<file path="config.mk">
export PLATFORM = sky130hd
export DESIGN_NAME = store_drain_ctrl_flat
export DESIGN_NICKNAME = d
export VERILOG_FILES = /design/src/rtl/store_drain_ctrl_if.sv /design/src/rtl/store_drain_ctrl.sv /design/src/flat_wrapper.sv
export SDC_FILE = /design/constraint.sdc
export NUM_CORES = 1
export LEC_CHECK = 0
export CAP_MARGIN = 10
export CORE_UTILIZATION = 47
export CTS_CLUSTER_DIAMETER = 150
export DETAILED_ROUTE_END_ITERATION = 10
export PLACE_DENSITY_LB_ADDON = 0.12
export RECOVER_POWER = 25
export SYNTH_ARGS = -nofsm -noshare
export SYNTH_HDL_FRONTEND = slang
export SYNTH_SLANG_ARGS = --single-unit
</file>
<file path="constraint.sdc">
create_clock -name clk -period 2.7 [get_ports clk]
set_input_delay 0.81 -clock clk [delete_from_list [all_inputs] [get_ports clk]]
set_output_delay 0.81 -clock clk [all_outputs]
set_load 0.005 [all_outputs]
</file>
<file path="src/rtl/store_drain_ctrl_if.sv">
// Store/load/memory-side signals of the store drain controller.
// slave: the controller; master: the pipeline and memory side driving it.
interface store_drain_ctrl_if;
  logic        st_valid;
  logic [31:0] st_addr;
  logic [31:0] st_data;
  logic [3:0]  st_byteen;
  logic        st_stall;
  logic        ld_valid;
  logic [31:0] ld_addr;
  logic        ld_hazard;
  logic        m_req;
  logic [31:0] m_addr;
  logic [31:0] m_wdata;
  logic [3:0]  m_byteen;
  logic        m_ack;
  logic        bus_err;
  logic        idle;

  modport slave (
    input  st_valid, st_addr, st_data, st_byteen, ld_valid, ld_addr, m_ack,
    output st_stall, ld_hazard, m_req, m_addr, m_wdata, m_byteen, bus_err, idle
  );

  modport master (
    output st_valid, st_addr, st_data, st_byteen, ld_valid, ld_addr, m_ack,
    input  st_stall, ld_hazard, m_req, m_addr, m_wdata, m_byteen, bus_err, idle
  );
endinterface

</file>
<file path="src/rtl/store_drain_ctrl.sv">
// In-order store queue between M stage and the data-memory bus.
// Stores are lane-replicated on entry, drained one at a time over req/ack,
// and a hung write is dropped after TIMEOUT busy cycles with a bus_err pulse.
module store_drain_ctrl #(
  parameter int DEPTH   = 4,
  parameter int PTR_W   = 2,
  parameter int TIMEOUT = 16
) (
  input  logic clk,
  input  logic reset,
  store_drain_ctrl_if.slave bus
);
  localparam int WCNT_W = $clog2(TIMEOUT);

  typedef enum logic {IDLE, BUSY} state_t;

  state_t            state;
  logic [29:0]       entAddr [DEPTH];
  logic [31:0]       entData [DEPTH];
  logic [3:0]        entBe   [DEPTH];
  logic [PTR_W-1:0]  rdPtr, wrPtr, hzOff;
  logic [PTR_W:0]    count, countNext;
  logic [WCNT_W-1:0] waitCnt;
  logic              busErr, full, push, pop, timeoutHit, hzAny;
  logic [31:0]       pushData;
  logic              unusedAddrLow;

  // Word address only matters; the byte offset lives in the byte enables.
  assign unusedAddrLow = ^{bus.st_addr[1:0], bus.ld_addr[1:0]};

  // Full stalls regardless of a same-cycle pop: keeps the stall path short.
  assign full       = (count == (PTR_W+1)'(DEPTH));
  assign push       = bus.st_valid && (bus.st_byteen != 4'b0000) && !full;
  assign timeoutHit = (waitCnt == WCNT_W'(TIMEOUT - 1));
  assign pop        = (state == BUSY) && (bus.m_ack || timeoutHit);
  assign countNext  = count + (PTR_W+1)'(push) - (PTR_W+1)'(pop);

  // Replicate narrow store data onto every lane its enables may select.
  always_comb begin
    pushData = bus.st_data;
    case (bus.st_byteen)
      4'b0011, 4'b1100:                   pushData = {2{bus.st_data[15:0]}};
      4'b0001, 4'b0010, 4'b0100, 4'b1000: pushData = {4{bus.st_data[7:0]}};
      default:                            pushData = bus.st_data;
    endcase
  end

  // Entry storage; validity is tracked by count, so no reset is needed.
  always_ff @(posedge clk) begin
    if (push) begin
      entAddr[wrPtr] <= bus.st_addr[31:2];
      entData[wrPtr] <= pushData;
      entBe[wrPtr]   <= bus.st_byteen;
    end
  end

  // Queue pointers, occupancy, drain FSM, watchdog and error pulse.
  always_ff @(posedge clk or negedge reset) begin
    if (!reset) begin
      state   <= IDLE;
      rdPtr   <= '0;
      wrPtr   <= '0;
      count   <= '0;
      waitCnt <= '0;
      busErr  <= 1'b0;
    end else begin
      if (push) wrPtr <= wrPtr + PTR_W'(1);
      if (pop)  rdPtr <= rdPtr + PTR_W'(1);
      count  <= countNext;
      busErr <= pop && !bus.m_ack;
      case (state)
        IDLE: begin
          waitCnt <= '0;
          if (count != '0) state <= BUSY;
        end
        BUSY: begin
          if (pop) begin
            waitCnt <= '0;
            state   <= (countNext != '0) ? BUSY : IDLE;
          end else begin
            waitCnt <= waitCnt + WCNT_W'(1);
          end
        end
        default: state <= IDLE;
      endcase
    end
  end

  // A load conflicts with any live entry, including the one in flight.
  always_comb begin
    hzAny = 1'b0;
    hzOff = '0;
    for (int i = 0; i < DEPTH; i++) begin
      hzOff = PTR_W'(i) - rdPtr;
      if (({1'b0, hzOff} < count) && (entAddr[i] == bus.ld_addr[31:2]))
        hzAny = 1'b1;
    end
  end

  assign bus.ld_hazard = bus.ld_valid && hzAny;
  assign bus.st_stall  = full;
  assign bus.m_req     = (state == BUSY);
  assign bus.m_addr    = (state == BUSY) ? {entAddr[rdPtr], 2'b00} : 32'h0;
  assign bus.m_wdata   = (state == BUSY) ? entData[rdPtr] : 32'h0;
  assign bus.m_byteen  = (state == BUSY) ? entBe[rdPtr] : 4'h0;
  assign bus.bus_err   = busErr;
  assign bus.idle      = (count == '0) && (state == IDLE);
endmodule

</file>
<file path="src/flat_wrapper.sv">
// flat-port wrapper written by rule: the top's interface ports become plain ports
module store_drain_ctrl_flat 
#(
  parameter int DEPTH   = 4,
  parameter int PTR_W   = 2,
  parameter int TIMEOUT = 16
)
  (clk, reset, bus_st_valid, bus_st_addr, bus_st_data, bus_st_byteen, bus_ld_valid, bus_ld_addr, bus_m_ack, bus_st_stall, bus_ld_hazard, bus_m_req, bus_m_addr, bus_m_wdata, bus_m_byteen, bus_bus_err, bus_idle);
  store_drain_ctrl_if bus_i ();
  input  logic clk;
  input  logic reset;
  input wire logic [$bits(bus_i.st_valid)-1:0] bus_st_valid;
  input wire logic [$bits(bus_i.st_addr)-1:0] bus_st_addr;
  input wire logic [$bits(bus_i.st_data)-1:0] bus_st_data;
  input wire logic [$bits(bus_i.st_byteen)-1:0] bus_st_byteen;
  input wire logic [$bits(bus_i.ld_valid)-1:0] bus_ld_valid;
  input wire logic [$bits(bus_i.ld_addr)-1:0] bus_ld_addr;
  input wire logic [$bits(bus_i.m_ack)-1:0] bus_m_ack;
  output wire logic [$bits(bus_i.st_stall)-1:0] bus_st_stall;
  output wire logic [$bits(bus_i.ld_hazard)-1:0] bus_ld_hazard;
  output wire logic [$bits(bus_i.m_req)-1:0] bus_m_req;
  output wire logic [$bits(bus_i.m_addr)-1:0] bus_m_addr;
  output wire logic [$bits(bus_i.m_wdata)-1:0] bus_m_wdata;
  output wire logic [$bits(bus_i.m_byteen)-1:0] bus_m_byteen;
  output wire logic [$bits(bus_i.bus_err)-1:0] bus_bus_err;
  output wire logic [$bits(bus_i.idle)-1:0] bus_idle;
  assign bus_i.st_valid = bus_st_valid;
  assign bus_i.st_addr = bus_st_addr;
  assign bus_i.st_data = bus_st_data;
  assign bus_i.st_byteen = bus_st_byteen;
  assign bus_i.ld_valid = bus_ld_valid;
  assign bus_i.ld_addr = bus_ld_addr;
  assign bus_i.m_ack = bus_m_ack;
  assign bus_st_stall = bus_i.st_stall;
  assign bus_ld_hazard = bus_i.ld_hazard;
  assign bus_m_req = bus_i.m_req;
  assign bus_m_addr = bus_i.m_addr;
  assign bus_m_wdata = bus_i.m_wdata;
  assign bus_m_byteen = bus_i.m_byteen;
  assign bus_bus_err = bus_i.bus_err;
  assign bus_idle = bus_i.idle;
  store_drain_ctrl #(.DEPTH(DEPTH), .PTR_W(PTR_W), .TIMEOUT(TIMEOUT)) u_core (.clk(clk), .reset(reset), .bus(bus_i));
endmodule
</file>
==> results of run 1 <==
[what timing repair did]
item,in CTS,in global routing
endpoints found under the setup margin,69,67
gates cloned,13,0
resized for setup,555,45
buffers inserted,35,8
pin swaps,34,5
[routing by layer]
layer  track usage [%]  routed length (um)
met5                 0                  17
met4              7.17                1020
met3              4.17                2020
met2              44.6               17500
met1              33.6               13300
[power groups by stage]
| stage | clock network (W) | registers, W | logic [W] |
|---|---|---|---|
| floorplan | 0 | 0.00599 | 0.00333 |
| global placement | 0 | 0.00600 | 0.00670 |
| detailed placement | 0 | 0.00607 | 0.00669 |
| CTS | 0.00416 | 0.00606 | 0.00886 |
| global route | 0.00431 | 0.00613 | 0.00964 |
| finish | 0.00410 | 0.00606 | 0.00909 |
[final timing paths]
kind | slack [ns] | to | cells past startpoint
max | -0.59 | bus_ld_hazard | 8
min | 0.46 | u_core.waitCnt[0] | 1
max reg2reg | 0.29 | u_core.bus.m_req | 10
min reg2reg | 0.46 | u_core.waitCnt[0] | 1
max in group asynchronous | 1.52 | u_core.rdPtr[0] | 1
min in group asynchronous | 0.68 | u_core.rdPtr[1] | 1
[cells by family after synthesis]
group	count (synthesis)	share of synthesized area [%]
muxes	82	13.4
AOI/OAI and AO/OA	25	1.67
DFF	277	66.4
adders and majority gates	12	1.27
and+or+nand+nor	130	6.26
other	1	0.0302
xor gates and xnor gates	130	9.22
buffers and inverters	47	1.77
[registers in the layout, summed over array words and instances (netlist names)]
signal / flops
u_core.wrPtr: 2
u_core.waitCnt: 4
u_core.bus.bus_err: 1
u_core.entBe: 16
u_core.rdPtr: 2
u_core.entData: 128
u_core.entAddr: 120
u_core.bus.m_req: 1
u_core.count: 3
[synthesized netlist by cell type, drive strengths merged]
| library cell | instances |
|---|---|
| a2111oi | 4 |
| a211oi | 1 |
| a21oi | 7 |
| a222oi | 8 |
| a31oi | 1 |
| and2 | 70 |
| and3 | 1 |
| buf | 14 |
| clkbuf | 13 |
| conb | 1 |
| dfrtp | 13 |
| edfxtp | 264 |
| fa | 1 |
| ha | 11 |
| inv | 20 |
| mux2 | 16 |
| mux4 | 66 |
| nand2 | 5 |
| nand3 | 7 |
| nand4 | 8 |
| nor2 | 5 |
| nor2b | 2 |
| nor3 | 6 |
| nor4 | 25 |
| o21ai | 3 |
| o22ai | 1 |
| or4 | 1 |
| xnor2 | 15 |
| xor2 | 115 |
[area by class of cell]
cell class,instances,area [sq um]
clock inverters,17,203
inverters,20,75.1
flip-flops and latches,277,8260
repair buffers,301,3240
clock buffers,37,796
well taps,335,419
fillers,1736,8400
diodes,1,2.50
multi-input cells,381,4590
[through the flow]
| step | util [%] | total power (W) |
|---|---|---|
| detailed placement | 58.5 | 0.0128 |
| floorplan | - | 0.00932 |
| finish | 67.7 | 0.0193 |
| CTS | 67.3 | 0.0191 |
| global placement | 58.5 | 0.0127 |
| global route | 67.7 | 0.0201 |
[worst register-to-register path: stages, from the launching register on]
cell and delay (ns):
dfrtp_1 0.39, ha_1 0.23, a31oi_1 0.21, nor2b_1 0.11, ha_1 0.28, inv_1 0.04
ha_1 0.18, fa_1 0.41, xnor2_1 0.16, nor3_1 0.17, a21oi_1 0.10
==> results_dict.tcl, run 1 <==
set metrics [dict create \
    worst_slew_pin_slew_ns 0.667 \
    cts_inserted_buffers 29 \
    combPwrFrac_pct 47.2 \
    grt_usage_pct 25.8 \
    finalWorstSetupSlack_ns -0.590 \
    coreArea_sq_mm 0.0260 \
    pin_count 178 \
    grt_pass1_wl_mm 49.9 \
    grt_pass1_vias 8157 \
    netlist_instances 704 \
    syn2layout_area_growth_pct 41.5 \
    drive_gt1_share_pct 45.2 \
    p_leak_nw 6.39 \
    post-route-period-util_pct 122 \
    wl_per_cell_um 24.8 \
    cp_slowest_cell "a2111oi_4" \
    dr_total_vias 7560 \
    dp_slack_ns -1.48 \
    synth_top_area_share_pct 63.8 \
    status "complete, but fails checks" \
    cp-end-kind "primary output" \
    first_iter_violations 665 \
    grt_max_degree 37 \
    finalCriticalPeriod_ns 3.29 \
    dieWidth_um 165 \
    gp_congestion 0.936 \
    r2r-start "u_core.waitCnt[0]" \
    finalClockSkew_ns 0.0114 \
    hold_violations 0 \
    holdWs_ns 0.459 \
    clk_pin_slew_ns 0.06 \
    fin_cells 1369 \
    initial_core_util_pct 47.8 \
    h-tree-depth 1 \
    worstSetupPathType "input pin to primary output" \
    cts_sinks 277 \
    cpLargestDelayFamily "simple AND/OR/NAND/NOR gates" \
    clockBufferDepth 3 \
    power_frac_seq_pct 31.5 \
    crit_arrival_ns 2.48 \
    antenna_found_initial 2 \
    yosysSeqAreaShare_pct 66.4 \
    avgSynthCellArea_sq_um 17.7 \
    intPower_w 0.0135 \
    slowest_delay_ns 0.36 \
    place_area_sq_mm 0.0152 \
    row_count 59 \
    hp-class "flip-flop to flip-flop" \
    cp_max_fo 2 \
    setup_viol 67 \
    syn-cell-area_sq_mm 0.0124 \
    cp_cell_sequence "clkdlybuf4s15_1, buf_6, xor2_2, nor4_4, nand3_1, a2111oi_4, or4_4, buf_6" \
    drv_slew 0 \
    clockRootBuffer "clkbuf_16" \
    worst-path-buf-inv 3 \
    finish.net_count 1127 \
    p_sw_w 0.00573 \
    tns_ns -27.56 \
    dr.pass1.iters 5 \
    switching_share_pct 29.8 \
    stdcell_area_sq_mm 0.0176 \
    dieArea_sq_mm 0.0271 \
    hpwlAfterDp_mm 21.1 \
    p_clk_share_pct 21.3 \
    violations "negative setup slack" \
    clk_latency_ns 0.54 \
    p_per_area_mw_per_mm2 1090 \
    crit_top_cell "buf_6" \
    drv_cap 0 \
    hold_buffers 0 \
    rsz0062_at_grt "yes" \
    max_freq_mhz 304 \
    mostFrequentLayoutCell "edfxtp_1" \
    synth.area.top_cells "edfxtp_1 (64%), mux4_2 (12%), xor2_1 (8.1%)" \
    dp.cells 1268 \
    via_per_inst 5.52 \
    hold_start "u_core.waitCnt[0]" \
    final_cell_mix "edfxtp_1 (264), xor2_1 (92), buf_6 (79)" \
    worst_setup_path_start_kind "input pin" \
    yosysUniqueCellTypes 36 \
    drc 0 \
    ant_nets 0 \
    ir_drop_v 0.000764 \
    wl_mm 33.9 \
    synth_top_area_cell "edfxtp_1" \
    critPathRequiredTime_ns 1.89 \
    die_h_um 165 \
    port_buffers 171 \
    synth_warnings 0 \
    yosys_register_bits 277 \
    relSlewSlack_pct 55.4 \
    cts_tree "built" \
    startpoint "bus_ld_addr[3]" \
    grt_remaining_overflow 0 \
]
Power figures use the tool's default switching activity.
==> inputs of run 2 (changes only) <==
CELL_PAD_IN_SITES_DETAIL_PLACEMENT = 1   (was default)
CELL_PAD_IN_SITES_GLOBAL_PLACEMENT = 2   (was default)
CORE_UTILIZATION = 36   (was 47)
==> results_dict.tcl, run 2 (synthesized netlist as in run 1, its figures left out) <==
set metrics [dict create \
    grt_pass1_wl_mm 53.4 \
    crit_arrival_ns 2.44 \
    final_cell_mix "edfxtp_1 (264), xor2_1 (95), buf_6 (71)" \
    worst-path-buf-inv 4 \
    grt_pass1_vias 8260 \
    finalWorstSetupSlack_ns -0.553 \
    cts_tree "built" \
    hold_buffers 0 \
    p_per_area_mw_per_mm2 1100 \
    relSlewSlack_pct 57.9 \
    dr_total_vias 7425 \
    violations "negative setup slack" \
    dieArea_sq_mm 0.0353 \
    post-route-period-util_pct 120 \
    gp_congestion 0.899 \
    largest_reg_flops 128 \
    dieWidth_um 188 \
    finish.net_count 1118 \
    slowest_delay_ns 0.35 \
    grt.met3_usage_pct 4.36 \
    pin_count 178 \
    status "complete, but fails checks" \
    met2_usage_pct 37.9 \
    holdWs_ns 0.475 \
    cts_inserted_buffers 31 \
    grt_remaining_overflow 0 \
    h-tree-depth 1 \
    via_per_inst 5.03 \
    cp_slowest_cell "a2111oi_4" \
    worstSetupPathType "input pin to primary output" \
    hpwlAfterDp_mm 23.6 \
    coreArea_sq_mm 0.0338 \
    grt_max_degree 37 \
    grt_util_met1_pct 25.0 \
    crit_top_cell "buf_4" \
    p_leak_nw 6.33 \
    cts_sinks 277 \
    grt-busiest-layer "met2" \
    ir_drop_v 0.000538 \
    wl_mm 36.2 \
    hold_violations 0 \
    antenna_found_initial 3 \
    finalCriticalPeriod_ns 3.25 \
    ant_nets 0 \
    drv_cap 0 \
    fillers 3141 \
    initial_core_util_pct 36.8 \
    clockRootBuffer "clkbuf_16" \
    wl_per_cell_um 24.5 \
    hp-class "flip-flop to flip-flop" \
    grt_usage_pct 20.7 \
    first_iter_violations 512 \
    cp_max_fo 4 \
    finalClockSkew_ns 0.0225 \
    mostFrequentLayoutCell "edfxtp_1" \
    drive_gt1_share_pct 45.3 \
    setup_viol 67 \
    die_h_um 188 \
    power_w 0.0192 \
    worst_setup_path_start_kind "input pin" \
    cp-end-kind "primary output" \
    dr.pass1.iters 7 \
    critPathRequiredTime_ns 1.89 \
    row_count 67 \
    top_register "u_core.entData" \
    max_freq_mhz 307 \
    clk_latency_ns 0.57 \
    cp_cell_sequence "buf_2, buf_4, xor2_1, nor4_2, buf_4, nand3_2, a2111oi_4, or4_4, buf_6" \
    cpLargestDelayFamily "simple AND/OR/NAND/NOR gates" \
    port_buffers 171 \
    clockBufferDepth 3 \
    syn2layout_area_growth_pct 41.1 \
    utilization_pct 51.9 \
    tns_ns -25.62 \
    worst_slew_pin_slew_ns 0.629 \
    largest_registers "u_core.entData x128, u_core.entAddr x120, u_core.entBe x16" \
    drv_slew 0 \
    rsz0062_at_grt "yes" \
    clk_pin_slew_ns 0.06 \
    drc 0 \
]
==> run 2: cell types whose count changed in the layout (fill, tap and decap cells not counted), sizes merged, moves of 2 or more <==
| cell | previous run | this run |
|---|---|---|
| buf | 202 | 184 |
| clkinv | 7 | 13 |
| clkinvlp | 5 | 1 |
| dlygate4sd2 | 8 | 6 |
| clkbuf | 42 | 53 |
==> run 2: worst paths after layout <==
path / start / end / slack, ns / depth (start not counted)
min in group asynchronous: reset / u_core.bus.bus_err / 0.65 / 1
hold / removal: u_core.waitCnt[0] / u_core.waitCnt[0] / 0.48 / 1
setup / recovery: bus_ld_addr[18] / bus_ld_hazard / -0.55 / 9
max in group asynchronous: reset / u_core.rdPtr[0] / 1.59 / 1
hold reg to reg: u_core.waitCnt[0] / u_core.waitCnt[0] / 0.48 / 1
setup reg to reg: u_core.waitCnt[0] / u_core.bus.m_req / 0.26 / 10
==> run 2: power breakdown <==
part           switching, W  total [W]  internal [W]
Combinational       0.00374    0.00909       0.00535
Sequential         0.000388    0.00606       0.00567
Clock               0.00169    0.00408       0.00239
Total               0.00582     0.0192        0.0134
==> run 2: through the flow <==
step / cells / instance area (sq um) / setup slack [ns]
after global placement: 1380 / 15300 / -1.43
after detailed placement: 1380 / 15300 / -1.42
after CTS: 1475 / 17400 / -0.499
final: 1475 / 17500 / -0.553
after floorplan: 705 / 12400 / 0.0384
after global routing: 1474 / 17500 / -0.629
==> run 2: layer usage <==
layer / part of all wire [%] / wire [um] / vias to the layer above
li1: - / - / 3315
met1: 39 / 14200 / 3849
met2: 53 / 19200 / 209
met3: 5.7 / 2050 / 48
met4: 2.0 / 707 / 4
met5: 0.075 / 27 / -
==> run 2: repair_timing <==
| item | in CTS | in global routing |
|---|---|---|
| endpoints found under the setup margin | 70 | 69 |
| pin swaps | 58 | 9 |
| hold endpoints to repair | 0 | 0 |
| resized for setup | 514 | 79 |
| setup buffers | 31 | 5 |
| gates cloned | 8 | 0 |
==> run 2: area by class of cell <==
class / instances / area (sq um) / share of cell area, %
antenna: 1 / 2.50 / 0.0143
clock buffer: 40 / 810 / 4.61
clock inverter: 18 / 164 / 0.934
inverter: 20 / 80.1 / 0.456
multi-input combinational: 381 / 4570 / 26.1
sequential: 277 / 8260 / 47.1
tap: 448 / 561 / 3.19
timing repair buffer: 290 / 3100 / 17.7
